--- config.mk ---
export PLATFORM = sky130hd
export DESIGN_NAME = button_encoder
export DESIGN_NICKNAME = d
export VERILOG_FILES = /design/src/rtl/genius_pkg.sv /design/src/rtl/btn_debounce.sv /design/src/rtl/button_encoder.sv
export SDC_FILE = /design/constraint.sdc
export NUM_CORES = 1
export LEC_CHECK = 0
export CORE_ASPECT_RATIO = 1.5
export CORE_MARGIN = 4
export CORE_UTILIZATION = 60
export CTS_CLUSTER_SIZE = 30
export DETAILED_ROUTE_END_ITERATION = 8
export PLACE_DENSITY = 0.79
export SYNTH_ARGS = -nofsm -noshare
export SYNTH_HDL_FRONTEND = slang
export SYNTH_SLANG_ARGS = --single-unit
--- constraint.sdc ---
create_clock -name clk -period 2.15 [get_ports clk]
set_input_delay 0.43 -clock clk [delete_from_list [all_inputs] [get_ports clk]]
set_output_delay 0.43 -clock clk [all_outputs]
set_load 0.005 [all_outputs]
--- src/rtl/genius_pkg.sv ---
// -----------------------------------------------------------------------------
// genius_pkg
//   Types and constants shared by the Genius game blocks.
//   - color_t       : colour code carried from the button front end to the game
//                     controller and decoded by the LED driver
//                     (0 green, 1 blue, 2 red, 3 yellow).
//   - NUM_BUTTONS   : number of colour buttons / LEDs on the board.
//   - press_state_t : state of the button-press acceptance FSM.
//   - encode_onehot : one-hot button vector -> colour code.
//   - multi_hot     : true when two or more bits of a vector are set.
// -----------------------------------------------------------------------------
package genius_pkg;

  typedef enum logic [1:0] {
    GREEN  = 2'd0,
    BLUE   = 2'd1,
    RED    = 2'd2,
    YELLOW = 2'd3
  } color_t;

  localparam int NUM_BUTTONS = 4;

  // IDLE         : waiting for a fresh press.
  // WAIT_RELEASE : a press (or chord) was seen; nothing new is accepted until
  //                every button is back up.
  typedef enum logic [0:0] {
    ST_IDLE         = 1'b0,
    ST_WAIT_RELEASE = 1'b1
  } press_state_t;

  // Bit i of the vector is button i in colour-code order, so the position of
  // the set bit is the code itself. Callers guarantee the vector is one-hot.
  function automatic color_t encode_onehot(input logic [NUM_BUTTONS-1:0] onehot);
    color_t code;
    code = GREEN;
    for (int i = 0; i < NUM_BUTTONS; i++) begin
      if (onehot[i]) code = color_t'(i[1:0]);
    end
    return code;
  endfunction

  // Clearing the lowest set bit leaves something only if a second bit was set.
  function automatic logic multi_hot(input logic [NUM_BUTTONS-1:0] vec);
    return (vec & (vec - 1'b1)) != '0;
  endfunction

endpackage

--- src/rtl/btn_debounce.sv ---
// -----------------------------------------------------------------------------
// btn_debounce
//   One raw push button -> clean, clock-synchronous level plus a press pulse.
//   The raw pin is brought into the clock domain by a two-flop synchroniser.
//   A counter measures how long the synchronised level has disagreed with the
//   debounced level; once the disagreement has lasted DEBOUNCE_CYCLES+1
//   consecutive samples the debounced level flips. Any agreement in between
//   restarts the count, so bounces and glitches shorter than DEBOUNCE_CYCLES
//   never appear on `level`.
//
// Parameters
//   DEBOUNCE_CYCLES  stable cycles required to accept a level change (>= 2)
//
// Ports
//   clk      in   system clock, rising edge
//   rst_n    in   asynchronous active-low reset
//   btn_raw  in   raw button pin, asynchronous to clk, active-high
//   level    out  debounced button level (registered)
//   rise     out  high for the one cycle in which `level` has just gone 0 -> 1
// -----------------------------------------------------------------------------
module btn_debounce #(
  parameter int DEBOUNCE_CYCLES = 50000
) (
  input  logic clk,
  input  logic rst_n,
  input  logic btn_raw,
  output logic level,
  output logic rise
);

  localparam int CNT_W = $clog2(DEBOUNCE_CYCLES + 1);
  localparam logic [CNT_W-1:0] CNT_MAX = CNT_W'(DEBOUNCE_CYCLES);

  logic             sync_meta;   // first synchroniser stage, may go metastable
  logic             sync_q;      // second stage, safe to use in logic
  logic [CNT_W-1:0] cnt;         // cycles of disagreement so far
  logic             level_prev;  // debounced level one cycle ago

  // NOTE: sequential state is written with non-blocking assignments only, so
  // every flop samples the values from before the clock edge and the order of
  // statements inside the block does not change the hardware.
  always_ff @(posedge clk or negedge rst_n) begin
    if (!rst_n) begin
      sync_meta  <= 1'b0;
      sync_q     <= 1'b0;
      cnt        <= '0;
      level      <= 1'b0;
      level_prev <= 1'b0;
    end else begin
      sync_meta  <= btn_raw;
      sync_q     <= sync_meta;
      level_prev <= level;

      if (sync_q == level) begin
        cnt <= '0;
      end else if (cnt == CNT_MAX) begin
        // Disagreement has persisted long enough: accept the new level.
        level <= ~level;
        cnt   <= '0;
      end else begin
        cnt <= cnt + 1'b1;
      end
    end
  end

  // Edge detect against the registered previous level; only press (0 -> 1)
  // edges matter to the game, releases are tracked through `level` itself.
  assign rise = level & ~level_prev;

endmodule

--- src/rtl/button_encoder.sv ---
// -----------------------------------------------------------------------------
// button_encoder
//   Player-input front end of the Genius game. The four raw colour buttons
//   are synchronised and debounced individually; an acceptance FSM turns a
//   single clean press into a colour code, which is then offered to the game
//   controller through a one-entry valid/ready buffer.
//
//   Acceptance rules
//   - IDLE: exactly one button goes down while all others are up -> the
//     press is encoded and loaded into the buffer.
//     Two or more buttons going down in the same cycle, or one going down
//     while another is already held -> press_error pulse, nothing loaded.
//     In both cases the FSM moves to WAIT_RELEASE.
//   - WAIT_RELEASE: further presses are ignored silently; once every
//     debounced level is low the FSM returns to IDLE.
//
//   Output buffer
//   - A load sets color_valid and writes color_data.
//   - color_valid && color_ready transfers the entry; color_valid drops on
//     the next edge unless a load happens on that same edge, in which case
//     the new code replaces the old one and color_valid stays high.
//   - A load while the entry is held (color_valid && !color_ready) is
//     dropped: the buffered code is kept and overrun pulses for one cycle.
//
//   Latency: a raw level stable from sampling edge N gives color_valid at
//   edge N + DEBOUNCE_CYCLES + 3 (2 synchroniser + debounce + 1 FSM/load).
//
// Parameters
//   DATA_WIDTH       width of color_data (>= 2); code in [1:0], rest zero
//   DEBOUNCE_CYCLES  stable cycles required to accept a level change (>= 2)
//
// Ports
//   clk          in   system clock, rising edge
//   rst_n        in   asynchronous active-low reset
//   btn_green    in   raw button, asynchronous, active-high
//   btn_blue     in   raw button, asynchronous, active-high
//   btn_red      in   raw button, asynchronous, active-high
//   btn_yellow   in   raw button, asynchronous, active-high
//   color_valid  out  color_data holds an unconsumed press
//   color_ready  in   consumer accepts color_data this cycle
//   color_data   out  colour code of the press
//   press_error  out  1-cycle pulse: two or more buttons pressed together
//   overrun      out  1-cycle pulse: press dropped because the buffer was full
// -----------------------------------------------------------------------------
module button_encoder
  import genius_pkg::*;
#(
  parameter int DATA_WIDTH      = 8,
  parameter int DEBOUNCE_CYCLES = 50000
) (
  input  logic                  clk,
  input  logic                  rst_n,
  input  logic                  btn_green,
  input  logic                  btn_blue,
  input  logic                  btn_red,
  input  logic                  btn_yellow,
  output logic                  color_valid,
  input  logic                  color_ready,
  output logic [DATA_WIDTH-1:0] color_data,
  output logic                  press_error,
  output logic                  overrun
);

  // Buttons gathered in colour-code order so bit index == colour code.
  logic [NUM_BUTTONS-1:0] btn_raw;
  logic [NUM_BUTTONS-1:0] level;
  logic [NUM_BUTTONS-1:0] rise;

  assign btn_raw = {btn_yellow, btn_red, btn_blue, btn_green};

  for (genvar g = 0; g < NUM_BUTTONS; g++) begin : g_btn
    btn_debounce #(
      .DEBOUNCE_CYCLES(DEBOUNCE_CYCLES)
    ) u_debounce (
      .clk     (clk),
      .rst_n   (rst_n),
      .btn_raw (btn_raw[g]),
      .level   (level[g]),
      .rise    (rise[g])
    );
  end

  press_state_t          state;
  logic                  any_rise;
  logic                  clean_press;
  logic                  load_req;
  color_t                press_code;
  logic [DATA_WIDTH-1:0] press_word;

  // A clean press is a single new edge with no other button already held:
  // `level & ~rise` is the set of buttons that were down before this cycle.
  // NOTE: every signal assigned in this always_comb gets a default first, so
  // no path leaves a value unassigned and no latch is inferred.
  always_comb begin
    any_rise    = |rise;
    clean_press = any_rise && !multi_hot(rise) && ((level & ~rise) == '0);
    load_req    = (state == ST_IDLE) && clean_press;
    press_code  = encode_onehot(rise);
    press_word  = '0;
    press_word[1:0] = press_code;
  end

  // NOTE: reset is asynchronous on assertion; rst_n is released synchronously
  // upstream, so all state leaves reset on the same clock edge.
  always_ff @(posedge clk or negedge rst_n) begin
    if (!rst_n) begin
      state       <= ST_IDLE;
      color_valid <= 1'b0;
      color_data  <= '0;
      press_error <= 1'b0;
      overrun     <= 1'b0;
    end else begin
      // Status outputs are single-cycle pulses unless set again below.
      press_error <= 1'b0;
      overrun     <= 1'b0;

      // Press acceptance.
      case (state)
        ST_IDLE: begin
          if (any_rise) begin
            state <= ST_WAIT_RELEASE;
            if (!clean_press) press_error <= 1'b1;
          end
        end
        ST_WAIT_RELEASE: begin
          if (level == '0) state <= ST_IDLE;
        end
        default: state <= ST_IDLE;
      endcase

      // Single-entry output buffer. A load on the same edge as a transfer
      // simply overwrites the entry, keeping color_valid high.
      if (load_req) begin
        if (color_valid && !color_ready) begin
          overrun <= 1'b1;
        end else begin
          color_valid <= 1'b1;
          color_data  <= press_word;
        end
      end else if (color_valid && color_ready) begin
        color_valid <= 1'b0;
      end
    end
  end

endmodule

Word level (Yosys, flattened, before mapping)
Index checks and enable logic that the tools add are counted.
{ "classes": {"addsub": 5, "mul": 0, "div_mod_pow": 0, "order_cmp": 0, "eq_ne": 9, "n_shift": 0, "mux": 22, "n_bitwise": 21, "reduce_logical": 18} }
{ "op_table": {"columns": ["op", "count"], "rows": [
  ["$mux 16", 8],
  ["$add 16x1->16 const B", 4],
  ["$eq 16x16->1 const B", 4],
  ["$not 1->1", 14],
  ["$reduce_and 2->1", 6],
  ["$mux 1", 11],
  ["$and 4x4->4", 2],
  ["$logic_not 4->1", 2],
  ["$logic_and 1x1->1", 5],
  ["$and 1x1->1", 4],
  ["$eq 1x1->1", 4],
  ["$mux 2", 2],
  ["$not 4->4", 1],
  ["$reduce_bool 4->1", 1],
  ["$reduce_or 4->1", 1],
  ["$sub 4x1->4 const B", 1],
  ["$logic_not 1->1", 2],
  ["$ne 2x2->1 const B", 1],
  ["$pmux 1 s2", 1],
  ["$reduce_bool 2->1", 1]
]} }
{ "totals": {"regBits": 86, "latchBits": 0, "ram_bits": 0, "romBits": 0, "inputBits": 7, "out_inout_bits": 11, "elab_cells": 100, "memories": 0} }

Longest topological paths before layout
Gate-level depths: netlist of run 1.
{ "depth": {"depth_word": 11, "mapped_depth": 8, "ltp_nobuf": 6} }

By module
A second synthesis of run 1 with hierarchy kept.
{ "hier_totals": {"hier_cells": 399, "hier_area_um2": 4309.1} }
{ "by_module_without_submodules": {"columns": ["mod", "n_inst", "cells_per_inst", "area_per_inst_um2", "seq_area_each_um2"], "rows": [
  ["btn_debounce", 4, 89, 980.9, 500.5],
  ["button_encoder", 1, 43, 385.4, 150.1]
]} }

Worst setup path before layout of run 1
Ideal clock, no wire load.
{ "synth_timing": {"path_type": "register to register", "startpoint": "reg g_btn[0].u_debounce.cnt[2]", "endpoint": "reg g_btn[0].u_debounce.cnt[10]", "t_arrival_ns": 1.687, "required_ns": 2.031, "setup_slack_ns": 0.344, "stages_incl_launch_ff": 8, "n_path_buf": 3, "synth_period_minus_slack_ns": 1.806, "path_cell_list": "dfrtp_1 -> clkbuf_2 -> or4_1 -> nor4_1 -> nand2b_1 -> buf_6 -> buf_12 -> nor2_1"} }
{ "synth_between": {"elab_chain_len": 3} }
{ "synth_rtl": {"columns": ["element", "line", "text"], "rows": [
  ["start: declaration", "btn_debounce.sv:36", "logic [CNT_W-1:0] cnt;"],
  ["start signal: assignment", "btn_debounce.sv:61", "cnt <= cnt + 1'b1;"],
  ["$add 16x1->16 / $eq 16x16->1 (equally long branches)", "btn_debounce.sv:61, btn_debounce.sv:56", null],
  ["$mux 16 (*)", "btn_debounce.sv:56", "end else if (cnt == CNT_MAX) begin"],
  ["$mux 16 (*)", "btn_debounce.sv:54", "if (sync_q == level) begin"]
]} }
Every way passes the cells marked *; elsewhere a longest branch is shown, timed or not.
A chain may end at the register's enable or synchronous reset.

Worst setup path after layout of run 1
{ "layout_timing": {"startpoint": "reg g_btn[0].u_debounce.cnt[5]", "endpoint": "reg g_btn[0].u_debounce.cnt[15]"} }
The elaborated chain is that of the path after synthesis.

==> results of run 1 <==
kinds of logic (layout without fill, tap and decap cells):
logic type,after synthesis,count (layout)
and+or+nand+nor,198,198
DFF,86,86
xor gates and xnor gates,57,57
buffers and inverters,44,57
AOI/OAI and AO/OA,13,13
adders and majority gates,8,8
muxes,4,4
other,1,6
Yosys cell counts, types with 2 or more instances:
| library cell | count |
|---|---|
| or3_1 | 2 |
| nor4b_1 | 6 |
| mux2_2 | 4 |
| nor4_1 | 23 |
| nor2_1 | 72 |
| buf_6 | 2 |
| ha_1 | 8 |
| nand4b_1 | 2 |
| and3_1 | 3 |
| nor3_1 | 12 |
| o41ai_1 | 2 |
| a21oi_1 | 5 |
| buf_4 | 6 |
| or4_1 | 4 |
| o21ai_0 | 3 |
| xnor2_1 | 45 |
| clkbuf_1 | 6 |
| buf_12 | 2 |
| nand2b_1 | 5 |
| inv_1 | 27 |
| dfrtp_1 | 86 |
| xor2_1 | 12 |
| nand2_1 | 15 |
| or4b_1 | 2 |
| nand4_1 | 18 |
| nand3_1 | 24 |
metal layers:
layer  global-route usage (%)  vias to the layer above  share of wire, %
met1                     20.8                     1409                42
met4                     12.3                        0               2.7
met3                     2.20                       13               2.2
met5                        0                        -                 0
li1                         -                     1422                 -
met2                     33.3                       48                53
worst max-delay path: stages (launching register included):
cell and delay, ns:
dfrtp_1 0.44, or4_1 0.51, nor4_1 0.44, nand2b_1 0.17, buf_4 0.20, nor2_1 0.07
layout by cell type (no fill, tap or decap), types with 3 or more instances in the layout:
cell type and n:
dfrtp_1 86, nor2_1 72, xnor2_1 45, inv_1 27, nand3_1 24, nor4_1 23
nand4_1 18, nand2_1 15, xor2_1 12, nor3_1 12, clkbuf_8 10, clkdlybuf4s50_1 10
ha_1 8, nor4b_1 6, conb_1 6, a21oi_1 5, nand2b_1 5, or4_1 4
mux2_2 4, o21ai_0 3, and3_1 3, clkinv_2 3, buf_4 3
sequential cells by signal (all words and copies together) (netlist names):
name,cells
color_data,2
press_error,1
overrun,1
g_btn.u_debounce.level_prev,4
g_btn.u_debounce.sync_meta,4
g_btn.u_debounce.level,4
g_btn.u_debounce.sync_q,4
color_valid,1
state,1
g_btn.u_debounce.cnt,64
area by class of cell:
class	instances	area (µm²)
Clock buffer	12	145
Clock inverter	4	22.5
Fill cell	501	2170
Inverter	27	101
Multi-Input combinational cell	286	1790
Sequential cell	86	2150
Tap cell	76	95.1
Timing Repair Buffer	14	143
per-stage QoR:
step	power, mW	worst slack (ns)	hold slack, ns
after global placement	1.82	0.291	0.332
after floorplan	1.78	0.344	0.134
after global routing	2.91	0.0572	0.0348
after detailed placement	1.82	0.198	0.336
after CTS	2.82	0.184	0.00868
final	2.78	0.183	-0.00298
path summary, 6_finish.rpt:
kind	start	to	slack [ns]	depth (start not counted)
worst max-delay path	g_btn[0].u_debounce.cnt[5]	g_btn[0].u_debounce.cnt[15]	0.18	5
min in group clk	g_btn[1].u_debounce.sync_meta	g_btn[1].u_debounce.sync_q	0.35	0
worst min register to register	g_btn[1].u_debounce.sync_meta	g_btn[1].u_debounce.sync_q	0.35	0
worst min-delay path	rst_n	g_btn[3].u_debounce.cnt[15]	-0.003	1
max in group asynchronous	rst_n	g_btn[1].u_debounce.cnt[11]	1.54	2
worst max register to register	g_btn[0].u_debounce.cnt[5]	g_btn[0].u_debounce.cnt[15]	0.18	5
power by group through the flow:
stage	logic, mW	registers [mW]	clock network (mW)
final	0.118	1.67	0.988
after detailed placement	0.120	1.70	0
after CTS	0.122	1.67	1.02
after global placement	0.117	1.70	0
after global routing	0.140	1.68	1.09
after floorplan	0.0816	1.70	0
==> impl_metrics.ini, run 1 <==
[run_status]
status = finished with violations
violations = negative hold slack

[die]
die_h_um = 110
fp.dieW_um = 76.0
start_util_pct = 62.9
dieArea_um2 = 8360
fp.coreArea_um2 = 6620
row_count = 36
ios = 18

[power_and_ir_drop]
combPwrFrac_pct = 4.3
power_density_nw_per_um2 = 624
p_sw_share_pct = 23.4
leakagePower_nw = 1.83
p_clk_share_pct = 35.6
intPower_mw = 2.13
ir_drop_mv = 0.528
power_switching_mw = 0.650
power_frac_seq_pct = 60.2

[clocking]
clk_latency_ns = 0.36
ctsResizeCount = 0
cts_tree = built
cts_buffers = 9
clock_sinks = 86
post-cts-setup-buffers = 0
cts-root-buf = clkbuf_8
cts_hold_buf = 0
clk_pin_slew_ns = 0.08
clock_path_buffers = 2
htreeDepth = 3

[global_route]
grt_pass1_wl_mm = 12.6
grt_pass1_vias = 2881
track_usage_pct = 18.6
grt_max_degree = 55
antenna_found_initial = 0
grt_overflow_total = 0

[sta]
min_period_ns = 1.97
slew_violations = 0
rsz0062_at_grt = false
clock_skew_ns = 0.00831
final.setup.tns_ns = 0
finalCritPeriodShare_pct = 91.5
worst_pin_slew_ns = 0.536
finalSetupViolations = 0
slew-limit-headroom_pct = 63.8
hold_viol_final = 2
fmaxAchievable_mhz = 508
hold_slack_ns = -0.00298

[placement]
dpl_cell_area_um2 = 4280
gp_congestion = 0.854
dp.final_hpwl_mm = 4.83
place.port_buffers = 11
place_inst = 489

[synth]
synth_edf_count = 0
synth_top_family_by_area = simple AND/OR/NAND/NOR gates
synth-xor-area-share_pct = 12.0
async_flop_share_pct = 100
synth_compound_area_share_pct = 2.01
synth_area_leaders = dfrtp_1, xnor2_1, nor2_1
synthCells = 411
synth-seq-cells = 86
avgSynthCellArea_um2 = 10.1
muxShareOfSynthArea_pct = 1.08
synthAdderAreaFrac_pct = 2.40
synthSimpleGateAreaFrac_pct = 25.0
synth_cell_types = 41
yosysWarningCount = 0
ys_seq_area_share_pct = 51.7
yosys.area.top_type = dfrtp_1
synth_area_um2 = 4160
synth_top_area_share_pct = 51.7
ys.flop_type = dfrtp_1

[critical_path]
cp-end-kind = flip-flop
path_class = reg -> reg
required_ns = 2.39
arrival_ns = 2.21
critPathLaunchType = flip-flop
crit_fanout = 16

[cells_and_area]
final_cells = 505
area_delta_synth_final_pct = 6.94
fin_area_um2 = 4450
final_core_util_pct = 67.2
drive_gt1_share_pct = 6.29
nets = 439
antenna_cells = 0

[drt]
vias = 2892
wire_per_inst_um = 14.0
drc_errors = 0
first_pass_iters = 4
ant_nets = 0
drt-total-wl_mm = 7.06
post_drt_via_cell_ratio = 5.73
dr.first_iter.drc_count = 153

[run]
cap_viol_max_count = 0

[min_path]
holdCritPathClass = in -> async
Note: power is estimated with default switching activity, not from simulation.
==> run 2, diff against run 1 <==
--- a/config.mk
+++ b/config.mk
@@ -10,6 +10,7 @@
 export CORE_UTILIZATION = 60
 export CTS_CLUSTER_SIZE = 30
 export DETAILED_ROUTE_END_ITERATION = 8
+export MAX_ROUTING_LAYER = met4
 export PLACE_DENSITY = 0.79
 export SYNTH_ARGS = -nofsm -noshare
 export SYNTH_HDL_FRONTEND = slang
==> run 2 against run 1 <==
The run now ends clean; clock power about the same; fmax up 0.25%; register-to-register slack about the same; die area did not move; setup slack better by 0.0050 ns; critical endpoint is now g_btn[1].u_debounce.cnt[5]; highest routed layer unchanged.
==> impl_metrics.ini, run 2 (same netlist as run 1, synthesis figures left out) <==
[power_and_ir_drop]
p_clk_share_pct = 35.5
leakagePower_nw = 1.83
power_mw = 2.78
p_sw_share_pct = 23.3
combPwrFrac_pct = 4.3
intPower_mw = 2.13
power_switching_mw = 0.648
power_density_nw_per_um2 = 624
power_frac_seq_pct = 60.2
ir_drop_mv = 0.529

[cells_and_area]
top_register = g_btn.u_debounce.cnt
area_delta_synth_final_pct = 6.94
largest_reg_flops = 64
nets = 439
fin_area_um2 = 4450
final_cells = 505
antenna_cells = 0
final_core_util_pct = 67.2
drive_gt1_share_pct = 6.29
layout_common_cells = dfrtp_1, nor2_1, xnor2_1, inv_1, nand3_1
final_common_cell = dfrtp_1

[sta]
hold_slack_ns = 0.000600
rsz0062_at_grt = false
fin_ws_ns = 0.188
clock_skew_ns = 0.00785
finalSetupViolations = 0
final.setup.tns_ns = 0
fmaxAchievable_mhz = 510
worst_pin_slew_ns = 0.535
slew-limit-headroom_pct = 63.9
finalCritPeriodShare_pct = 91.2
hold_viol_final = 0
min_period_ns = 1.96
slew_violations = 0

[drt]
post_drt_via_cell_ratio = 5.68
vias = 2870
dr.first_iter.drc_count = 180
drt-total-wl_mm = 7.05
first_pass_iters = 4
wire_per_inst_um = 14.0
drc_errors = 0
ant_nets = 0

[placement]
place.port_buffers = 11
dpl_cell_area_um2 = 4280
dp_slack_ns = 0.198
gp_congestion = 0.867
place_inst = 489
dp.final_hpwl_mm = 4.83

[critical_path]
crit_fanout = 16
arrival_ns = 2.20
cp_slowest_cell = or4_1
path_buf_inv = 1
required_ns = 2.39
cp-end-kind = flip-flop
path_class = reg -> reg
critPathTopFamily = simple AND/OR/NAND/NOR gates
max_stage_delay_ns = 0.53
crit_chain = or4_1 -> nor4_1 -> nand2b_1 -> buf_4 -> nor2_1
critPathLaunchType = flip-flop

[clocking]
htreeDepth = 3
cts_buffers = 9
cts-root-buf = clkbuf_8
cts_tree = built
clk_latency_ns = 0.35
clock_sinks = 86
clock_path_buffers = 2
ctsResizeCount = 0
cts_hold_buf = 0
post-cts-setup-buffers = 0
clk_pin_slew_ns = 0.08

[global_route]
grt_pass1_vias = 2885
grt_overflow_total = 0
grt_pass1_wl_mm = 12.6
track_usage_pct = 19.1
grt_max_degree = 55
antenna_found_initial = 0

[die]
ios = 18
row_count = 36
dieArea_um2 = 8360
start_util_pct = 62.9
fp.dieW_um = 76.0
fp.coreArea_um2 = 6620
die_h_um = 110

[min_path]
holdCritPathClass = in -> async

[run_status]
status = complete, no violations

[run]
cap_viol_max_count = 0
[run 2: cell counts in the layout (fill, tap and decap cells not counted)]
Identical to the previous run, type by type.
[run 2: worst paths after layout]
check                                               from  cells after the start                          end  slack (ns)
max                           g_btn[1].u_debounce.cnt[5]                      5   g_btn[1].u_debounce.cnt[5]        0.19
max in group asynchronous                          rst_n                      2   g_btn[1].u_debounce.cnt[8]        1.53
max reg2reg                   g_btn[1].u_debounce.cnt[5]                      5   g_btn[1].u_debounce.cnt[5]        0.19
min                                                rst_n                      1  g_btn[3].u_debounce.cnt[15]      0.0006
min reg2reg                g_btn[1].u_debounce.sync_meta                      0   g_btn[1].u_debounce.sync_q        0.35
min in group clk           g_btn[1].u_debounce.sync_meta                      0   g_btn[1].u_debounce.sync_q        0.35
[run 2: power by group through the flow]
stage / Clock [mW] / Combinational (mW) / Sequential, mW
after floorplan: 0 / 0.0816 / 1.70
after global placement: 0 / 0.117 / 1.70
after detailed placement: 0 / 0.120 / 1.70
after CTS: 1.02 / 0.122 / 1.67
after global routing: 1.09 / 0.140 / 1.68
final: 0.986 / 0.118 / 1.67
[run 2: area by class of cell]
type,count,area (µm²)
Tap cell,76,95.1
Clock buffer,12,145
Clock inverter,4,22.5
Multi-Input combinational cell,286,1790
Sequential cell,86,2150
Timing Repair Buffer,14,143
Fill cell,501,2170
Inverter,27,101
[run 2: metal layers]
layer	GRT usage, %	part of all wire (%)	wire length, µm	vias up
met4	10.8	2.1	148	0
met1	20.7	42	2970	1402
met3	3.17	2.1	146	11
met2	33.4	54	3780	32
met5	-	0	0	-
li1	-	-	-	1425
==> run 3, diff against run 2 <==
--- a/config.mk
+++ b/config.mk
@@ -7,11 +7,12 @@
 export LEC_CHECK = 0
 export CORE_ASPECT_RATIO = 1.5
 export CORE_MARGIN = 4
-export CORE_UTILIZATION = 60
+export CORE_UTILIZATION = 30
 export CTS_CLUSTER_SIZE = 30
 export DETAILED_ROUTE_END_ITERATION = 8
 export MAX_ROUTING_LAYER = met4
-export PLACE_DENSITY = 0.79
+export PLACE_DENSITY = 0.47
+export RECOVER_POWER = 25
 export SYNTH_ARGS = -nofsm -noshare
 export SYNTH_HDL_FRONTEND = slang
 export SYNTH_SLANG_ARGS = --single-unit
==> constraint.sdc (replaced) <==
create_clock -name clk -period 1.7 [get_ports clk]
set_input_delay 0.34 -clock clk [delete_from_list [all_inputs] [get_ports clk]]
set_output_delay 0.34 -clock clk [all_outputs]
set_load 0.005 [all_outputs]
==> run 3 against run 2 <==
Clock power up 89%; global-route usage down 7.5 points; fmax up 18%; highest routed layer unchanged.
==> impl_metrics.ini, run 3 (same netlist as run 1, synthesis figures left out) <==
[sta]
hold_viol_final = 0
slew_violations = 0
rsz0062_at_grt = true
fmaxAchievable_mhz = 604
hold_slack_ns = 0.347
final.setup.tns_ns = 0
finalCritPeriodShare_pct = 97.4
finalSetupViolations = 0
fin_ws_ns = 0.0442
clock_skew_ns = 0.00529
min_period_ns = 1.66

[power_and_ir_drop]
ir_drop_mv = 0.503
leakagePower_nw = 2.21
power_density_nw_per_um2 = 789
power_mw = 4.19

[die]
start_util_pct = 30.8
fp.coreArea_um2 = 13500
die_h_um = 152
ios = 18
dieArea_um2 = 15900
row_count = 52
fp.dieW_um = 104

[drt]
ant_nets = 0
drt-total-wl_mm = 8.53
drc_errors = 0
route.met3.wl_um = 201
top_layer_used = met4
dr.first_iter.drc_count = 62
first_pass_iters = 4
wire_per_inst_um = 13.2
vias = 3111
m1WireLength_mm = 3.63
route.met2.wl_mm = 4.47
post_drt_via_cell_ratio = 4.82

[critical_path]
crit_fanout = 7
max_stage_delay_ns = 0.48
arrival_ns = 1.87
required_ns = 1.92
cp-end-kind = flip-flop
cp_slowest_cell = dfrtp_2
crit_chain = o41ai_4 -> o41ai_4 -> nor3_2 -> mux2_4
critPathLaunchType = flip-flop
regToRegSetupSlack_ns = 0.04
path_buf_inv = 0
path_class = reg -> reg
crit_top_cell = o41ai_4
critPathTopFamily = compound AO/OA/AOI/OAI gates

[clocking]
cts_buffers = 9
clock_sinks = 86
cts-root-buf = clkbuf_16
cts_tree = built
clk_pin_slew_ns = 0.06
htreeDepth = 3
clock_path_buffers = 2
clk_latency_ns = 0.34

[placement]
dp_slack_ns = -0.0699
dp.final_hpwl_mm = 6.19
gp_congestion = 0.824
place.port_buffers = 11

[cells_and_area]
fillCellCount = 1355
area_delta_synth_final_pct = 27.6
final_common_cell = dfrtp_1
nets = 496
top_register = g_btn.u_debounce.cnt
antenna_cells = 0
largest_reg_flops = 64
layout_common_cells = dfrtp_1, nor2_1, buf_4, xnor2_1, inv_1
drive_gt1_share_pct = 21.9

[global_route]
antenna_found_initial = 0
track_usage_pct = 11.7
grt_pass1_vias = 3031
grt_pass1_wl_mm = 14.7
grt_overflow_total = 0
grt_max_degree = 30

[run_status]
status = complete, no violations

[min_path]
holdCritPathClass = reg -> reg

[run]
cap_viol_max_count = 0
## run 3: stage by stage
step	util, %	instance area (µm²)	instances
after floorplan	-	4200	416
after global placement	35.4	4790	622
after detailed placement	35.4	4790	622
after CTS	38.1	5150	639
after global routing	39.2	5310	646
final	39.2	5310	646
## run 3: layout make-up
| type | count | area, µm² | area share, % |
|---|---|---|---|
| sequential | 86 | 2160 | 40.6 |
| multi-input combinational | 286 | 1970 | 37.1 |
| timing repair buffer | 71 | 609 | 11.5 |
| clock buffer | 12 | 236 | 4.45 |
| tap | 162 | 203 | 3.82 |
| inverter | 27 | 101 | 1.91 |
| clock inverter | 2 | 35.0 | 0.660 |
## run 3: metal layers
| metal | GRT usage (%) | vias up |
|---|---|---|
| met5 | - | - |
| met1 | 13.1 | 1518 |
| li1 | - | 1536 |
| met4 | 5.45 | 0 |
| met2 | 19.8 | 42 |
| met3 | 2.54 | 15 |
## run 3: path summary, 6_finish.rpt
path	cells past startpoint	startpoint	end
worst min register to register	0	g_btn[1].u_debounce.sync_meta	g_btn[1].u_debounce.sync_q
worst max-delay path	4	g_btn[3].u_debounce.level	color_data[1]
worst min-delay path	0	g_btn[1].u_debounce.sync_meta	g_btn[1].u_debounce.sync_q
worst max register to register	4	g_btn[3].u_debounce.level	color_data[1]
max in group asynchronous	3	rst_n	g_btn[0].u_debounce.cnt[0]
min in group asynchronous	2	rst_n	g_btn[3].u_debounce.cnt[11]
## run 3: where the power goes
part	total, mW	internal [mW]	switching (mW)
clock network	1.86	1.12	0.742
logic	0.218	0.0946	0.124
registers	2.11	2.08	0.0291
## run 3: what timing repair did
item	in CTS	in global routing
pin swaps	4	9
gates cloned	0	0
hold endpoints to repair	26	0
setup endpoints to repair	36	37
hold buffers	1	0
setup buffers	2	7
gates resized for setup	11	21
